$ cat src/rtl/vc_rd_arbiter_pkg.sv
// -----------------------------------------------------------------------------
// vc_rd_arbiter_pkg
// Shared definitions for the VC read arbiter slice:
//   - arb_state_t    : FSM state encoding (IDLE / ACTIVE / PAUSE)
//   - VC_DEST_BIT    : index of the destination-select bit in a data word
//   - *_DEFAULT      : default parameter values for the arbiter and interface
//   - N_DEST         : number of destination FIFOs fed by the route stage
// -----------------------------------------------------------------------------
`ifndef VC_DEST_BIT
`define VC_DEST_BIT(bw) ((bw) - 1)
`endif

package vc_rd_arbiter_pkg;

   typedef enum logic [1:0] {
      IDLE   = 2'b00,
      ACTIVE = 2'b01,
      PAUSE  = 2'b10
   } arb_state_t;

   localparam int BW_DEFAULT        = 6;
   localparam int VC0_BURST_DEFAULT = 4;
   localparam int CNT_W_DEFAULT     = 3;
   localparam int N_DEST            = 2;

endpackage

$ cat src/rtl/vc_rd_arbiter_if.sv
// -----------------------------------------------------------------------------
// vc_rd_arbiter_if
// Bundles the VC FIFO read side and the destination FIFO write side seen by
// the arbiter.
//   VC0_empty / VC1_empty        : VC FIFO empty flags
//   VC0_data_out / VC1_data_out  : VC FIFO read data (one cycle after rd)
//   D0_almost_full / D1_almost_full : destination pause requests
//   VC0_rd / VC1_rd              : VC FIFO pop strobes
//   D0_push / D1_push            : destination write strobes
//   D0_data_in / D1_data_in      : destination write data
//   idle_out                     : arbiter is in IDLE
// Modports: master = arbiter side, slave = FIFO/environment side.
// -----------------------------------------------------------------------------
interface vc_rd_arbiter_if
   import vc_rd_arbiter_pkg::*;
#(
   parameter int BW = BW_DEFAULT
);
   logic          VC0_empty;
   logic          VC1_empty;
   logic [BW-1:0] VC0_data_out;
   logic [BW-1:0] VC1_data_out;
   logic          D0_almost_full;
   logic          D1_almost_full;
   logic          VC0_rd;
   logic          VC1_rd;
   logic          D0_push;
   logic          D1_push;
   logic [BW-1:0] D0_data_in;
   logic [BW-1:0] D1_data_in;
   logic          idle_out;

   modport master (
      input  VC0_empty, VC1_empty, VC0_data_out, VC1_data_out,
      input  D0_almost_full, D1_almost_full,
      output VC0_rd, VC1_rd, D0_push, D1_push, D0_data_in, D1_data_in,
      output idle_out
   );

   modport slave (
      output VC0_empty, VC1_empty, VC0_data_out, VC1_data_out,
      output D0_almost_full, D1_almost_full,
      input  VC0_rd, VC1_rd, D0_push, D1_push, D0_data_in, D1_data_in,
      input  idle_out
   );

endinterface

$ cat src/rtl/vc_rd_arbiter_route.sv
// -----------------------------------------------------------------------------
// vc_route_stage
// Registered demux: a captured word is sent to destination 0 or 1 according
// to its top bit. Each destination gets a one-cycle push pulse; its data
// register only loads when it is pushed, so it holds the last word otherwise.
//   clk, reset_L : clock, async active-low reset (clears push and data)
//   cap_valid    : captured word is valid this cycle
//   cap_data     : captured word
//   push[d]      : registered push strobe for destination d
//   data[d]      : registered data for destination d
// -----------------------------------------------------------------------------
module vc_route_stage
   import vc_rd_arbiter_pkg::*;
#(
   parameter int BW = BW_DEFAULT
) (
   input  logic                     clk,
   input  logic                     reset_L,
   input  logic                     cap_valid,
   input  logic [BW-1:0]            cap_data,
   output logic [N_DEST-1:0]        push,
   output logic [N_DEST-1:0][BW-1:0] data
);

   localparam int DEST_BIT = `VC_DEST_BIT(BW);

   genvar gi;
   generate
      for (gi = 0; gi < N_DEST; gi++) begin : g_dest
         logic          sel_this;
         logic          push_reg;
         logic [BW-1:0] data_reg;

         assign sel_this = cap_valid && (cap_data[DEST_BIT] == 1'(gi));

         always_ff @(posedge clk or negedge reset_L) begin
            if (!reset_L) begin
               push_reg <= 1'b0;
               data_reg <= '0;
            end else begin
               push_reg <= sel_this;
               if (sel_this) begin
                  data_reg <= cap_data;
               end
            end
         end

         assign push[gi] = push_reg;
         assign data[gi] = data_reg;
      end
   endgenerate

endmodule

$ cat src/rtl/vc_rd_arbiter.sv
// -----------------------------------------------------------------------------
// vc_rd_arbiter
// Read-side controller for two virtual-channel FIFOs. Pops VC0/VC1 with a
// bounded strict priority (VC0 wins, but after VC0_BURST consecutive VC0
// grants with VC1 waiting, VC1 gets one grant), and routes each popped word
// to destination D0 or D1 by its top bit. Reads stall while either
// destination is almost full; words already popped always drain.
//   clk     : clock, rising edge
//   reset_L : async active-low reset
//   bus     : vc_rd_arbiter_if.master (VC flags/data in, rd strobes out,
//             destination push/data out, idle_out)
// Timing: rd at cycle t (combinational), VC data sampled at t+1, push at t+2.
// CNT_W must satisfy 2**CNT_W > VC0_BURST.
// -----------------------------------------------------------------------------
module vc_rd_arbiter
   import vc_rd_arbiter_pkg::*;
#(
   parameter int BW        = BW_DEFAULT,
   parameter int VC0_BURST = VC0_BURST_DEFAULT,
   parameter int CNT_W     = CNT_W_DEFAULT
) (
   input  logic            clk,
   input  logic            reset_L,
   vc_rd_arbiter_if.master bus
);

   localparam logic [CNT_W-1:0] BURST_MAX = CNT_W'(VC0_BURST);

   arb_state_t       state_reg, state_next;
   logic [CNT_W-1:0] cnt_reg, cnt_next;
   logic             s1_valid_reg;
   logic             s1_sel_reg;     // 1 = word in stage 1 came from VC1

   logic             pause;
   logic             vcs_empty;
   logic             pipe_busy;
   logic             vc0_grant;
   logic             vc1_grant;
   logic [BW-1:0]    cap_data;

   logic [N_DEST-1:0]         push_w;
   logic [N_DEST-1:0][BW-1:0] data_w;

   // The destination of a word is unknown until it returns, so either
   // almost_full stalls reads.
   assign pause     = bus.D0_almost_full | bus.D1_almost_full;
   assign vcs_empty = bus.VC0_empty & bus.VC1_empty;
   // A word is in flight from its rd until its push cycle has completed.
   assign pipe_busy = s1_valid_reg | (|push_w);

   // Grant decision. reset_L gates it so rd is held low during reset even
   // though the decision is purely combinational.
   always_comb begin
      vc0_grant = 1'b0;
      vc1_grant = 1'b0;
      if (reset_L && (state_reg != PAUSE) && !pause) begin
         if (!bus.VC0_empty && (bus.VC1_empty || (cnt_reg < BURST_MAX))) begin
            vc0_grant = 1'b1;
         end else if (!bus.VC1_empty) begin
            vc1_grant = 1'b1;
         end
      end
   end

   assign bus.VC0_rd = vc0_grant;
   assign bus.VC1_rd = vc1_grant;

   // Burst counter only counts VC0 grants that are starving a waiting VC1.
   always_comb begin
      cnt_next = cnt_reg;
      if (bus.VC1_empty || vc1_grant) begin
         cnt_next = '0;
      end else if (vc0_grant && (cnt_reg < BURST_MAX)) begin
         cnt_next = cnt_reg + CNT_W'(1);
      end
   end

   // FSM next state
   always_comb begin
      state_next = state_reg;
      unique case (state_reg)
         IDLE: begin
            if (pause) begin
               state_next = PAUSE;
            end else if (!vcs_empty) begin
               state_next = ACTIVE;
            end
         end
         ACTIVE: begin
            if (pause) begin
               state_next = PAUSE;
            end else if (vcs_empty && !pipe_busy) begin
               state_next = IDLE;
            end
         end
         PAUSE: begin
            // With nothing to read but words still draining, go through
            // ACTIVE and let it fall to IDLE once the pipeline is empty.
            if (!pause) begin
               state_next = (vcs_empty && !pipe_busy) ? IDLE : ACTIVE;
            end
         end
         default: state_next = IDLE;
      endcase
   end

   always_ff @(posedge clk or negedge reset_L) begin
      if (!reset_L) begin
         state_reg    <= IDLE;
         cnt_reg      <= '0;
         s1_valid_reg <= 1'b0;
         s1_sel_reg   <= 1'b0;
      end else begin
         state_reg    <= state_next;
         cnt_reg      <= cnt_next;
         s1_valid_reg <= vc0_grant | vc1_grant;
         s1_sel_reg   <= vc1_grant;
      end
   end

   assign bus.idle_out = (state_reg == IDLE);

   // The VC FIFO presents read data the cycle after rd; pick the VC that
   // was granted.
   assign cap_data = s1_sel_reg ? bus.VC1_data_out : bus.VC0_data_out;

   vc_route_stage #(
      .BW (BW)
   ) u_route (
      .clk       (clk),
      .reset_L   (reset_L),
      .cap_valid (s1_valid_reg),
      .cap_data  (cap_data),
      .push      (push_w),
      .data      (data_w)
   );

   assign bus.D0_push    = push_w[0];
   assign bus.D1_push    = push_w[1];
   assign bus.D0_data_in = data_w[0];
   assign bus.D1_data_in = data_w[1];

endmodule

$ cat src/flat_wrapper.sv
// flat-port wrapper written by rule: the top's interface ports become plain ports
module vc_rd_arbiter_flat import vc_rd_arbiter_pkg::*;
#(
   parameter int BW        = BW_DEFAULT,
   parameter int VC0_BURST = VC0_BURST_DEFAULT,
   parameter int CNT_W     = CNT_W_DEFAULT
)
  (clk, reset_L, bus_VC0_empty, bus_VC1_empty, bus_VC0_data_out, bus_VC1_data_out, bus_D0_almost_full, bus_D1_almost_full, bus_VC0_rd, bus_VC1_rd, bus_D0_push, bus_D1_push, bus_D0_data_in, bus_D1_data_in, bus_idle_out);
  vc_rd_arbiter_if #(.BW(BW)) bus_i ();
  input  logic clk;
  input  logic reset_L;
  input wire logic [$bits(bus_i.VC0_empty)-1:0] bus_VC0_empty;
  input wire logic [$bits(bus_i.VC1_empty)-1:0] bus_VC1_empty;
  input wire logic [$bits(bus_i.VC0_data_out)-1:0] bus_VC0_data_out;
  input wire logic [$bits(bus_i.VC1_data_out)-1:0] bus_VC1_data_out;
  input wire logic [$bits(bus_i.D0_almost_full)-1:0] bus_D0_almost_full;
  input wire logic [$bits(bus_i.D1_almost_full)-1:0] bus_D1_almost_full;
  output wire logic [$bits(bus_i.VC0_rd)-1:0] bus_VC0_rd;
  output wire logic [$bits(bus_i.VC1_rd)-1:0] bus_VC1_rd;
  output wire logic [$bits(bus_i.D0_push)-1:0] bus_D0_push;
  output wire logic [$bits(bus_i.D1_push)-1:0] bus_D1_push;
  output wire logic [$bits(bus_i.D0_data_in)-1:0] bus_D0_data_in;
  output wire logic [$bits(bus_i.D1_data_in)-1:0] bus_D1_data_in;
  output wire logic [$bits(bus_i.idle_out)-1:0] bus_idle_out;
  assign bus_i.VC0_empty = bus_VC0_empty;
  assign bus_i.VC1_empty = bus_VC1_empty;
  assign bus_i.VC0_data_out = bus_VC0_data_out;
  assign bus_i.VC1_data_out = bus_VC1_data_out;
  assign bus_i.D0_almost_full = bus_D0_almost_full;
  assign bus_i.D1_almost_full = bus_D1_almost_full;
  assign bus_VC0_rd = bus_i.VC0_rd;
  assign bus_VC1_rd = bus_i.VC1_rd;
  assign bus_D0_push = bus_i.D0_push;
  assign bus_D1_push = bus_i.D1_push;
  assign bus_D0_data_in = bus_i.D0_data_in;
  assign bus_D1_data_in = bus_i.D1_data_in;
  assign bus_idle_out = bus_i.idle_out;
  vc_rd_arbiter #(.BW(BW), .VC0_BURST(VC0_BURST), .CNT_W(CNT_W)) u_core (.clk(clk), .reset_L(reset_L), .bus(bus_i));
endmodule
$ cat config.mk
export PLATFORM = sky130hd
export DESIGN_NAME = vc_rd_arbiter_flat
export DESIGN_NICKNAME = d
export VERILOG_FILES = /design/src/rtl/vc_rd_arbiter_pkg.sv /design/src/rtl/vc_rd_arbiter_if.sv /design/src/rtl/vc_rd_arbiter_route.sv /design/src/rtl/vc_rd_arbiter.sv /design/src/flat_wrapper.sv
export SDC_FILE = /design/constraint.sdc
export NUM_CORES = 1
export LEC_CHECK = 0
export BUFFER_PORTS_ARGS = -buffer_cell sky130_fd_sc_hd__buf_2
export CAP_MARGIN = 30
export CORE_MARGIN = 2
export CORE_UTILIZATION = 40
export DETAILED_ROUTE_END_ITERATION = 7
export PLACE_DENSITY = 0.72
export SETUP_SLACK_MARGIN = 0.15
export SLEW_MARGIN = 10
export SYNTH_ARGS = -nofsm -noshare
export SYNTH_HDL_FRONTEND = slang
export SYNTH_SLANG_ARGS = --single-unit
export TNS_END_PERCENT = 20
$ cat constraint.sdc
create_clock -name clk -period 1.6 [get_ports clk]
set_clock_uncertainty 0.15 [all_clocks]
set_input_delay 0.16 -clock clk [delete_from_list [all_inputs] [get_ports clk]]
set_output_delay 0.16 -clock clk [all_outputs]
set_load 0.05 [all_outputs]
==> results of run 1 <==
==> cells in the mapped netlist, drive strengths merged <==
| cell type | instances | area (sq um) |
|---|---|---|
| a21oi | 2 | 10.0 |
| a31oi | 1 | 6.26 |
| and2 | 1 | 6.26 |
| buf | 3 | 26.3 |
| dfrtp | 21 | 526 |
| ha | 1 | 12.5 |
| inv | 2 | 7.51 |
| mux2 | 16 | 199 |
| mux2i | 3 | 30.0 |
| nand2 | 4 | 15.0 |
| nand2b | 5 | 31.3 |
| nand3 | 1 | 5.00 |
| nand3b | 1 | 7.51 |
| nor2 | 4 | 15.0 |
| nor2b | 1 | 6.26 |
| nor3 | 2 | 10.0 |
| nor4b | 1 | 8.76 |
| o32ai | 1 | 8.76 |
==> where the power goes <==
group	internal [mW]	switching, mW
Sequential	0.610	0.0425
Clock	0.0969	0.145
Combinational	0.177	0.372
==> per-layer routing <==
| metal | GRT usage (%) | part of all wire (%) | vias to the layer above |
|---|---|---|---|
| met5 | 0 | 0 | - |
| li1 | - | - | 334 |
| met3 | 2.86 | 4.1 | 2 |
| met4 | 7.69 | 0.88 | 0 |
| met2 | 25.1 | 52 | 13 |
| met1 | 21.7 | 43 | 342 |
==> cell type report <==
type,count,area [sq um],share of cell area (%)
Clock buffer,4,26.3,1.98
Inverter,2,7.51,0.566
Multi-Input combinational cell,44,428,32.3
Sequential cell,21,527,39.7
Tap cell,28,35.0,2.64
Timing Repair Buffer,46,303,22.8
==> final timing paths <==
kind                       depth (start not counted)  slack (ns)                                               end                                        startpoint
max                                                4        0.04                                        bus_VC1_rd                   u_core.state_reg[1]$_DFFE_PN0P_
min                                                2       0.005                       u_core.s1_sel_reg$_DFF_PN0_                                     bus_VC1_empty
max reg2reg                                        4        0.05  u_core.u_route.g_dest[1].data_reg[1]$_DFFE_PN0P_                       u_core.s1_sel_reg$_DFF_PN0_
min reg2reg                                        1        0.32  u_core.u_route.g_dest[1].data_reg[5]$_DFFE_PN0P_  u_core.u_route.g_dest[1].data_reg[5]$_DFFE_PN0P_
max in group asynchronous                          3        0.80                   u_core.state_reg[1]$_DFFE_PN0P_                                           reset_L
min in group asynchronous                          3        0.27                     u_core.cnt_reg[2]$_DFFE_PN0P_                                           reset_L
==> metrics by stage <==
| stage | util, % | power [mW] | setup slack, ns | cells | setup TNS, ns |
|---|---|---|---|---|---|
| after global routing | 60.0 | 1.52 | -0.0731 | 145 | -0.0829 |
| final | 60.0 | 1.44 | 0.0370 | 145 | 0 |
| after detailed placement | 53.7 | 1.19 | 0.131 | 132 | 0 |
| after CTS | 58.0 | 1.45 | -0.0405 | 141 | -0.0428 |
| after global placement | 53.7 | 1.18 | 0.138 | 132 | 0 |
| after floorplan | - | 1.06 | 0.149 | 70 | 0 |
==> logic make-up (layout without fill, tap and decap cells) <==
logic type	Yosys count	count (layout)	synth area share, %
DFF	21	21	56.5
buffers and inverters	5	52	3.63
adders and majority gates	1	1	1.34
and+or+nand+nor	20	20	11.3
muxes	19	19	24.6
AOI/OAI and AO/OA	4	4	2.69
==> repair_timing <==
item,in CTS,in global routing
endpoints found under the hold margin,24,1
setup endpoints to repair,9,13
pin swaps,2,1
buffers inserted,2,4
gates resized for setup,7,4
==> worst max-delay path: stages (launching register included) <==
cell	delay (ns)
dfrtp_2	0.44
nand2b_4	0.08
nand3_4	0.09
nor3_4	0.16
buf_6	0.18
==> metrics.md, run 1 <==
| Metric | Value |
|---|---|
| Status | `finished clean` |
| Total I/O pin count | `35` |
| Class of the worst hold path | `in -> reg` |
| CTS tree | `built` |
| I/O Buffers | `34` |
| Slew Limit Fails | `0` |
| Hpwl dp | `between 1000 and 1500 um` |
| Kind of critical path | `reg -> out` |
| Final net count | `around 140` |
| DIE AREA | `around 0.0027 sq mm` |
| Final Hold Vio Count | `0` |
| Routed WL | `1920 um` |
| PwrDens | `1090 mW/mm^2` |
| DRT iter0 DRCs | `6` |
| Area growth syn-to-layout | `42.5%` |
| Most frequent cells in the layout | `buf_2 (31), dfrtp_1 (20), mux2_2 (11), buf_4 (7), mux2_4 (5)` |
| Syn Inst Count | `70` |
| CTS Hold Bufs | `3` |
| First-pass iteration count of the detailed router | `3` |
| Crit path max fanout | `4` |
| Residual DRC | `0` |
| Fmax | `roughly 640 MHz` |
| Period utilisation layout | `between 90% and 100%` |
| Netlist cell types | `20` |
| Max reg flops | `12` |
| Leading cell type in the layout, fill and taps excluded | `buf_2` |
| Antenna viol nets, final | `0` |
| H-Tree Depth | `1` |
| Minimum clock period | `between 1.5 and 2 ns` |
| # fillers | `between 150 and 200` |
| Max cap viols | `0` |
| CTS buffer count | `3` |
| Placed inst area | `approximately 0.0012 sq mm` |
| Ant diodes | `0` |
| Initial antenna violation count | `0` |
| Slew of the pin with the lowest slew margin | `roughly 0.31 ns` |
| Leak pwr | `about 0.70 nW` |
| Clock Path Buffers | `2` |
| Row cnt | `17` |
| Global Route Usage Sum | `around 16%` |
| Clk root buf | `clkbuf_4` |
| Core Footprint | `about 0.0022 sq mm` |
| Vias | `just under 700` |
| Starting Density | `a little over two fifths` |
| Die Ht | `roughly 52 um` |
| Mean area per synthesized cell | `13.3 sq um` |
| CP arrival | `1.25 ns` |
| Clk slew on worst S/H paths | `roughly 0.11 ns` |
| Critical Path RT | `approximately 1.3 ns` |
| Worst VDD drop | `roughly 0.64 mV` |
| Post-route design area | `~0.0013 sq mm` |
| Setup-failing EPs final | `0` |
| Skew-Pair Late Insertion Delay | `0.29 ns` |
| Worst slew margin | `around four fifths` |
| CP startpoint kind | `flop` |
| Mapped Nets | `a little under 90` |
| CP endpoint kind | `output port` |
| Die Width | `52.2 um` |
| Largest net degree at the start of global routing | `22` |
| Flops & latches, synth | `21` |
| DR WL/cell | `13.3 um` |
| Mapped cell area | `931 sq um` |
| Vias per cell | `4.77` |
| Placer Congestion | `0.744` |
| Seq/Total Area, Yosys | `~56%` |
| GR Overflow Total | `0` |
| First-pass GRT wire length | `just over 3000 um` |
| Vias in the first global route | `~650` |
| Yosys warns | `0` |
| RSZ-0062 raised after global routing | `true` |
| Hold_ws | `0.00481 ns` |
| Share of layout cells above drive strength 1 | `59.8%` |
| Num Clock Sinks | `21` |
(Power assumes the default switching activity.)
==> run 2, diff against run 1 <==
--- a/config.mk
+++ b/config.mk
@@ -5,12 +5,12 @@
 export SDC_FILE = /design/constraint.sdc
 export NUM_CORES = 1
 export LEC_CHECK = 0
+export ABC_AREA = 1
 export BUFFER_PORTS_ARGS = -buffer_cell sky130_fd_sc_hd__buf_2
 export CAP_MARGIN = 30
-export CORE_MARGIN = 2
 export CORE_UTILIZATION = 40
 export DETAILED_ROUTE_END_ITERATION = 7
-export PLACE_DENSITY = 0.72
+export PLACE_DENSITY = 0.71
 export SETUP_SLACK_MARGIN = 0.15
 export SLEW_MARGIN = 10
 export SYNTH_ARGS = -nofsm -noshare
==> metrics.md, run 2 <==
| Metric | Value |
|---|---|
| Global Route Usage Sum | `18.9% (+2.8 points)` |
| Critical Path RT | `1.29 ns (about the same)` |
| H-Tree Depth | `1 (unchanged)` |
| Number of cells on the worst reg-to-reg path | `8 (+4)` |
| RSZ-0062 raised after global routing | `true` |
| Initial antenna violation count | `0 (unchanged)` |
| Final net count | `179 (+31%)` |
| # fillers | `209 (+5.6%)` |
| Worst hold stages | `3 (+1)` |
| Crit path max fanout | `4 (unchanged)` |
| Period utilisation layout | `96.0% (-1.7 points)` |
| Slew Limit Fails | `0 (unchanged)` |
| Core Footprint | `0.00232 sq mm (+4.8%)` |
| Post-synth ARST share | `100% (unchanged)` |
| Largest net degree at the start of global routing | `22 (unchanged)` |
| Post-synth EDFFs | `0 (unchanged)` |
| Vias | `879 (+27%)` |
| Final Hold Vio Count | `0 (unchanged)` |
| Class of the worst hold path | `in -> reg` |
| Max reg flops | `12 (unchanged)` |
| Most frequent cells in the layout | `nand2_1 (40), buf_2 (31), dfrtp_1 (21), buf_4 (10), inv_1 (9)` |
| I/O Buffers | `34 (unchanged)` |
| Clock Path Buffers | `2 (unchanged)` |
| Mapped cell area | `0.00103 sq mm (+10%)` |
| Setup tns final | `0 ns (unchanged)` |
| Largest cells by area after synthesis | `dfrtp_1 (51%), nand2_1 (15%), mux2_2 (5.5%)` |
| Hold path endpoint | `u_core.state_reg[1]$_DFFE_PN0P_` |
| Worst hold start | `bus_D0_almost_full` |
| Crit path largest cell delay | `0.42 ns (-0.02 ns)` |
| Routed WL | `2240 um (+17%)` |
| Leak pwr | `0.758 nW (+7.7%)` |
| First-pass GRT wire length | `3670 um (+21%)` |
| DR WL/cell | `12.0 um (-9.6%)` |
| CP endpoint kind | `output port` |
| Mapped Nets | `130 (+46%)` |
| Hpwl dp | `1680 um (+23%)` |
| Reg-to-reg startpoint | `u_core.state_reg[1]$_DFFE_PN0P_` |
| Post-synth top area share | `51.2% (-5.2 points)` |
| DIE AREA | `0.00277 sq mm (+1.6%)` |
| Residual DRC | `0 (unchanged)` |
| CP arrival | `1.23 ns (-0.02 ns)` |
| Row cnt | `17 (unchanged)` |
| Kind of critical path | `reg -> out` |
| Share of layout cells above drive strength 1 | `43.4% (-16 points)` |
| Minimum clock period | `1.54 ns (-0.0264 ns)` |
| Largest area contributor in the netlist | `dfrtp_1` |
| Total I/O pin count | `35 (unchanged)` |
| Yosys warns | `0 (unchanged)` |
| Vias in the first global route | `878 (+35%)` |
| Non-Filler Instances | `187 (+29%)` |
| Slew of the pin with the lowest slew margin | `0.400 ns (+0.0897 ns)` |
| Max cap viols | `0 (unchanged)` |
| PwrDens | `1570 mW/mm^2 (+44%)` |
| Synth top cells by count | `nand2_1 (40), dfrtp_1 (21), inv_1 (10)` |
| Vias per cell | `4.70 (-1.4%)` |
| CP startpoint kind | `flop` |
| First-pass iteration count of the detailed router | `4 (+1)` |
| Die Width | `52.6 um (+0.78%)` |
| Antenna viol nets, final | `0 (unchanged)` |
| Setup-failing EPs final | `0 (unchanged)` |
| Mean area per synthesized cell | `9.24 sq um (-30%)` |
| Skew-Pair Late Insertion Delay | `0.30 ns (about the same)` |
| Starting Density | `44.3% (+2.2 points)` |
| R2R Setup Slk | `0.17 ns (+0.12 ns)` |
| Clk slew on worst S/H paths | `0.12 ns (about the same)` |
| Crit path max-delay cell type | `dfrtp_1` |
| Area growth syn-to-layout | `32.6%` |
| Netlist cell types | `26 (+30%)` |
| DRT iter0 DRCs | `13 (+7)` |
| Leading cell type in the layout, fill and taps excluded | `nand2_1` |
| Ant diodes | `0 (unchanged)` |
| CTS buffer count | `3 (unchanged)` |
| Syn Inst Count | `111 (+59%)` |
| Seq/Total Area, Yosys | `51.2% (-5.2 points)` |
| Fmax | `651 MHz (+1.7%)` |
| Worst slew margin | `73.3% (-5.9 points)` |
| GR Overflow Total | `0 (unchanged)` |
| Flops & latches, synth | `21 (unchanged)` |
| CTS tree | `built` |
| Most frequent cell after synthesis | `nand2_1` |
| CP cell instances | `nand2_2 > nand3_4 > nor2_4 > buf_8` |
| Status | `finished clean` |
| Num Clock Sinks | `21 (unchanged)` |
| Placer Congestion | `0.727 (-2.3%)` |
| Clk root buf | `clkbuf_4` |
| Top FF cell, synth | `dfrtp_1` |
| Die Ht | `52.6 um (+0.78%)` |
| Reg-to-Reg End | `u_core.cnt_reg[0]$_DFFE_PN0P_` |
| Worst VDD drop | `1.21 mV (+88%)` |
| Placed cell count | `173 (+31%)` |
[run 2: repair_timing]
item                                    4_1_cts  5_1_grt
endpoints found under the setup margin        3       11
pin swaps                                     3        3
gates resized for setup                       7        1
hold endpoints to repair                     22        0
hold buffers                                  2        0
buffers inserted                              6        2
[run 2: per-layer routing]
| layer | track usage [%] | wire length, um | vias to the layer above |
|---|---|---|---|
| met5 | 0 | 0 | - |
| met1 | 19.1 | 880 | 415 |
| met2 | 34.8 | 1250 | 18 |
| li1 | - | - | 441 |
| met4 | 8.77 | 26 | 0 |
| met3 | 5.51 | 78 | 5 |
[run 2: how the worst max path moves through the flow]
stage	from	end	slack [ns]
final	u_core.state_reg[1]$_DFFE_PN0P_	bus_VC0_rd	0.06
after global routing	u_core.state_reg[1]$_DFFE_PN0P_	bus_VC0_rd	-0.003
after CTS	u_core.state_reg[0]$_DFFE_PN0P_	bus_VC0_rd	0.06
after detailed placement	u_core.s1_sel_reg$_DFF_PN0_	u_core.u_route.g_dest[1].data_reg[0]$_DFFE_PN0P_	0.21
after global placement	u_core.s1_sel_reg$_DFF_PN0_	u_core.u_route.g_dest[1].data_reg[2]$_DFFE_PN0P_	0.24
after floorplan	u_core.state_reg[0]$_DFFE_PN0P_	u_core.cnt_reg[0]$_DFFE_PN0P_	0.05
[run 2: area by class of cell]
| class | instances | area [sq um] | area share [%] |
|---|---|---|---|
| Timing Repair Buffer | 45 | 277 | 20.3 |
| Clock buffer | 4 | 26.3 | 1.93 |
| Sequential cell | 21 | 526 | 38.6 |
| Tap cell | 28 | 35.0 | 2.58 |
| Inverter | 14 | 53.8 | 3.96 |
| Multi-Input combinational cell | 75 | 443 | 32.6 |
[run 2: worst max-delay path: cells and delay by family, from the launching register on]
kind                   cells  cell delay, ns
and+or+nand+nor            3            0.35
DFF                        1            0.42
buffers and inverters      1            0.15
[run 2: logic make-up after synthesis]
kind of cell             after synthesis  synth area share (%)
AND/OR/NAND/NOR                       61                  29.5
flip-flops                            21                  51.2
buffers and inverters                 15                  6.34
AO/OA/AOI/OAI                          8                  6.22
multiplexers                           5                  5.49
adder cells (fa/ha/maj)                1                  1.22
[run 2: power breakdown]
part | switching [mW] | internal (mW) | total (mW) | leakage (nW)
clock | 0.157 | 0.0972 | 0.254 | 0.0150
sequential | 0.0910 | 0.689 | 0.780 | 0.272
combinational | 0.798 | 0.297 | 1.10 | 0.471
[run 2: through the flow]
step | power [mW] | utilization [%] | setup slack, ns | cell area, sq um | hold WS [ns]
after global routing | 2.25 | 58.7 | -0.00312 | 1360 | 0.0368
after detailed placement | 1.81 | 53.0 | 0.212 | 1230 | 0.0668
final | 2.13 | 58.7 | 0.0634 | 1360 | 0.0190
after floorplan | 1.55 | - | 0.0505 | 1030 | -0.286
after global placement | 1.78 | 53.0 | 0.243 | 1230 | 0.0606
after CTS | 2.13 | 57.9 | 0.0555 | 1340 | 0.00409
==> run 3, diff against run 2 <==
--- a/config.mk
+++ b/config.mk
@@ -6,8 +6,9 @@
 export NUM_CORES = 1
 export LEC_CHECK = 0
 export ABC_AREA = 1
-export BUFFER_PORTS_ARGS = -buffer_cell sky130_fd_sc_hd__buf_2
+export BUFFER_PORTS_ARGS = -buffer_cell sky130_fd_sc_hd__buf_4
 export CAP_MARGIN = 30
+export CORE_MARGIN = 3
 export CORE_UTILIZATION = 40
 export DETAILED_ROUTE_END_ITERATION = 7
 export PLACE_DENSITY = 0.71
==> metrics.md, run 3 (same netlist as run 2, synthesis figures left out) <==
| Metric | Value |
|---|---|
| Residual DRC | `0 (unchanged)` |
| Share of layout cells above drive strength 1 | `43.8% (+0.35 points)` |
| RSZ-0062 raised after global routing | `true` |
| H-Tree Depth | `1 (unchanged)` |
| Leading cell type in the layout, fill and taps excluded | `nand2_1` |
| Ant diodes | `0 (unchanged)` |
| CTS buffer count | `3 (unchanged)` |
| Clock Path Buffers | `2 (unchanged)` |
| Vias per cell | `4.64 (-1.2%)` |
| PwrDens | `1540 mW/mm^2 (-1.8%)` |
| Total I/O pin count | `35 (unchanged)` |
| Crit path largest cell delay | `0.44 ns (+0.02 ns)` |
| CP startpoint kind | `flop` |
| Int Pwr | `1.18 mW (+8.9%)` |
| PnR worst setup slack | `0.0544 ns (-0.00906 ns)` |
| Kind of critical path | `reg -> out` |
| Minimum clock period | `1.55 ns (+0.00906 ns)` |
| Starting Density | `44.3% (unchanged)` |
| Placement Setup Slack | `0.225 ns (+0.0127 ns)` |
| Worst VDD drop | `1.21 mV (+0.28%)` |
| Clk pwr share | `11.9% (about the same)` |
| Die Width | `56.6 um (+7.6%)` |
| Core Footprint | `0.00232 sq mm (unchanged)` |
| Slew Limit Fails | `0 (unchanged)` |
| CTS tree | `built` |
| Die Ht | `56.6 um (+7.6%)` |
| Number of cells on the worst reg-to-reg path | `6 (-2)` |
| Combinational fraction of design power | `53.5% (+2.0 points)` |
| Global Route Usage Sum | `16.7% (-2.2 points)` |
| Placer Congestion | `0.692 (-4.8%)` |
| DRT iter0 DRCs | `13 (unchanged)` |
| Tot Pwr | `2.27 mW (+6.4%)` |
| Sequential power share | `34.6% (-2.0 points)` |
| Skew-Pair Late Insertion Delay | `0.31 ns (about the same)` |
| Fmax | `647 MHz (-0.59%)` |
| Routed WL | `2410 um (+7.5%)` |
| Antenna viol nets, final | `0 (unchanged)` |
| Setup-failing EPs final | `0 (unchanged)` |
| Max reg flops | `12 (unchanged)` |
| CP cell instances | `nand2_4 > nand3_4 > nor2_4 > buf_8` |
| Clk slew on worst S/H paths | `0.12 ns (about the same)` |
| Period utilisation layout | `96.6% (+0.57 points)` |
| Critical Path RT | `1.29 ns (about the same)` |
| I/O Buffers | `34 (unchanged)` |
| Finished Core Util | `63.6% (+4.9 points)` |
| First-pass GRT wire length | `4080 um (+11%)` |
| Final Hold Vio Count | `0 (unchanged)` |
| Sw Share | `47.9% (-1.2 points)` |
| DIE AREA | `0.00321 sq mm (+16%)` |
| Worst hold stages | `4 (+1)` |
| Final net count | `180 (+0.56%)` |
| Crit path max fanout | `4 (unchanged)` |
| Worst slew margin | `81.8% (+8.4 points)` |
| # fillers | `201 (-3.8%)` |
| CP endpoint kind | `output port` |
| CP arrival | `1.24 ns (about the same)` |
| Clk root buf | `clkbuf_4` |
| Vias in the first global route | `950 (+8.2%)` |
| Crit path max-delay cell type | `dfrtp_1` |
| Row cnt | `17 (unchanged)` |
| Net Sw Power | `1.09 mW (+3.9%)` |
| Area growth syn-to-layout | `43.7%` |
| Status | `finished clean` |
| First-pass iteration count of the detailed router | `4 (unchanged)` |
| DR WL/cell | `12.8 um (+6.9%)` |
| Largest net degree at the start of global routing | `22 (unchanged)` |
| Most frequent cells in the layout | `nand2_1 (40), buf_4 (39), dfrtp_1 (20), inv_1 (9)` |
| Num Clock Sinks | `21 (unchanged)` |
| Vias | `873 (-0.68%)` |
| Class of the worst hold path | `in -> reg` |
| Initial antenna violation count | `0 (unchanged)` |
| Max cap viols | `0 (unchanged)` |
| Slew of the pin with the lowest slew margin | `0.273 ns (-0.127 ns)` |
| GR Overflow Total | `0 (unchanged)` |
| Hpwl dp | `1720 um (+2.3%)` |
| Leak pwr | `0.790 nW (+4.3%)` |
run 3: cell types whose count changed in the layout (fill, tap and decap cells not counted), moves of 2 or more:
cell / previous run / this run
dlygate4sd3_1: 2 / 4
buf_8: 1 / 3
buf_2: 31 / 0
buf_4: 10 / 39
run 3: power by group through the flow:
stage	logic, mW	registers (mW)	clock network (mW)
finish	1.21	0.783	0.269
global route	1.28	0.805	0.298
CTS	1.17	0.783	0.288
detailed placement	1.11	0.805	0
global placement	1.09	0.801	0
floorplan	0.274	1.28	0
run 3: cell type report:
cell class / instances / area, sq um / share of cell area, %
clock buffer: 3 / 22.5 / 1.53
clock inverter: 1 / 5.00 / 0.340
inverter: 14 / 53.8 / 3.65
multi-input combinational: 75 / 453 / 30.7
sequential: 21 / 527 / 35.7
tap: 28 / 35.0 / 2.38
timing repair buffer: 46 / 378 / 25.6
run 3: timing repair:
action / in CTS / in global routing
gates resized for setup: 4 / 7
setup buffers: 5 / 2
hold buffers: 4 / 0
pin swaps: 2 / 3
endpoints found under the hold margin: 26 / 0
endpoints found under the setup margin: 2 / 9
gates cloned: 0 / 0
run 3: per-layer routing:
metal,part of all wire [%],GRT usage [%]
met2,52,30.0
met1,40,18.2
met3,3.9,2.07
met4,3.4,10.2
met5,0,0
run 3: final timing paths:
path / startpoint / endpoint / slack [ns]
worst max-delay path: u_core.state_reg[1]$_DFFE_PN0P_ / bus_VC0_rd / 0.05
min in group asynchronous: reset_L / u_core.cnt_reg[0]$_DFFE_PN0P_ / 0.23
max in group asynchronous: reset_L / u_core.s1_sel_reg$_DFF_PN0_ / 0.84
worst min register to register: u_core.u_route.g_dest[0].data_reg[5]$_DFFE_PN0P_ / u_core.u_route.g_dest[0].data_reg[5]$_DFFE_PN0P_ / 0.34
worst min-delay path: bus_VC0_data_out[4] / u_core.u_route.g_dest[1].data_reg[4]$_DFFE_PN0P_ / 0.03
worst max register to register: u_core.cnt_reg[2]$_DFFE_PN0P_ / u_core.cnt_reg[2]$_DFFE_PN0P_ / 0.27
run 3: worst max-delay path: cells and delay by family (launching register included):
family	cells	cell delay, ns
flip-flops	1	0.44
buffers and inverters	1	0.15
AND/OR/NAND/NOR	3	0.33
run 3: metrics by stage:
stage / TNS (ns) / hold WS (ns) / instance area [sq um] / cells
6_report: 0 / 0.0282 / 1470 / 188
5_1_grt: -0.0185 / 0.0402 / 1470 / 188
4_1_cts: 0 / 0.0137 / 1430 / 186
3_5_place_dp: 0 / 0.0428 / 1320 / 173
3_3_place_gp: 0 / 0.0339 / 1320 / 173
2_1_floorplan: 0 / -0.286 / 1030 / 111
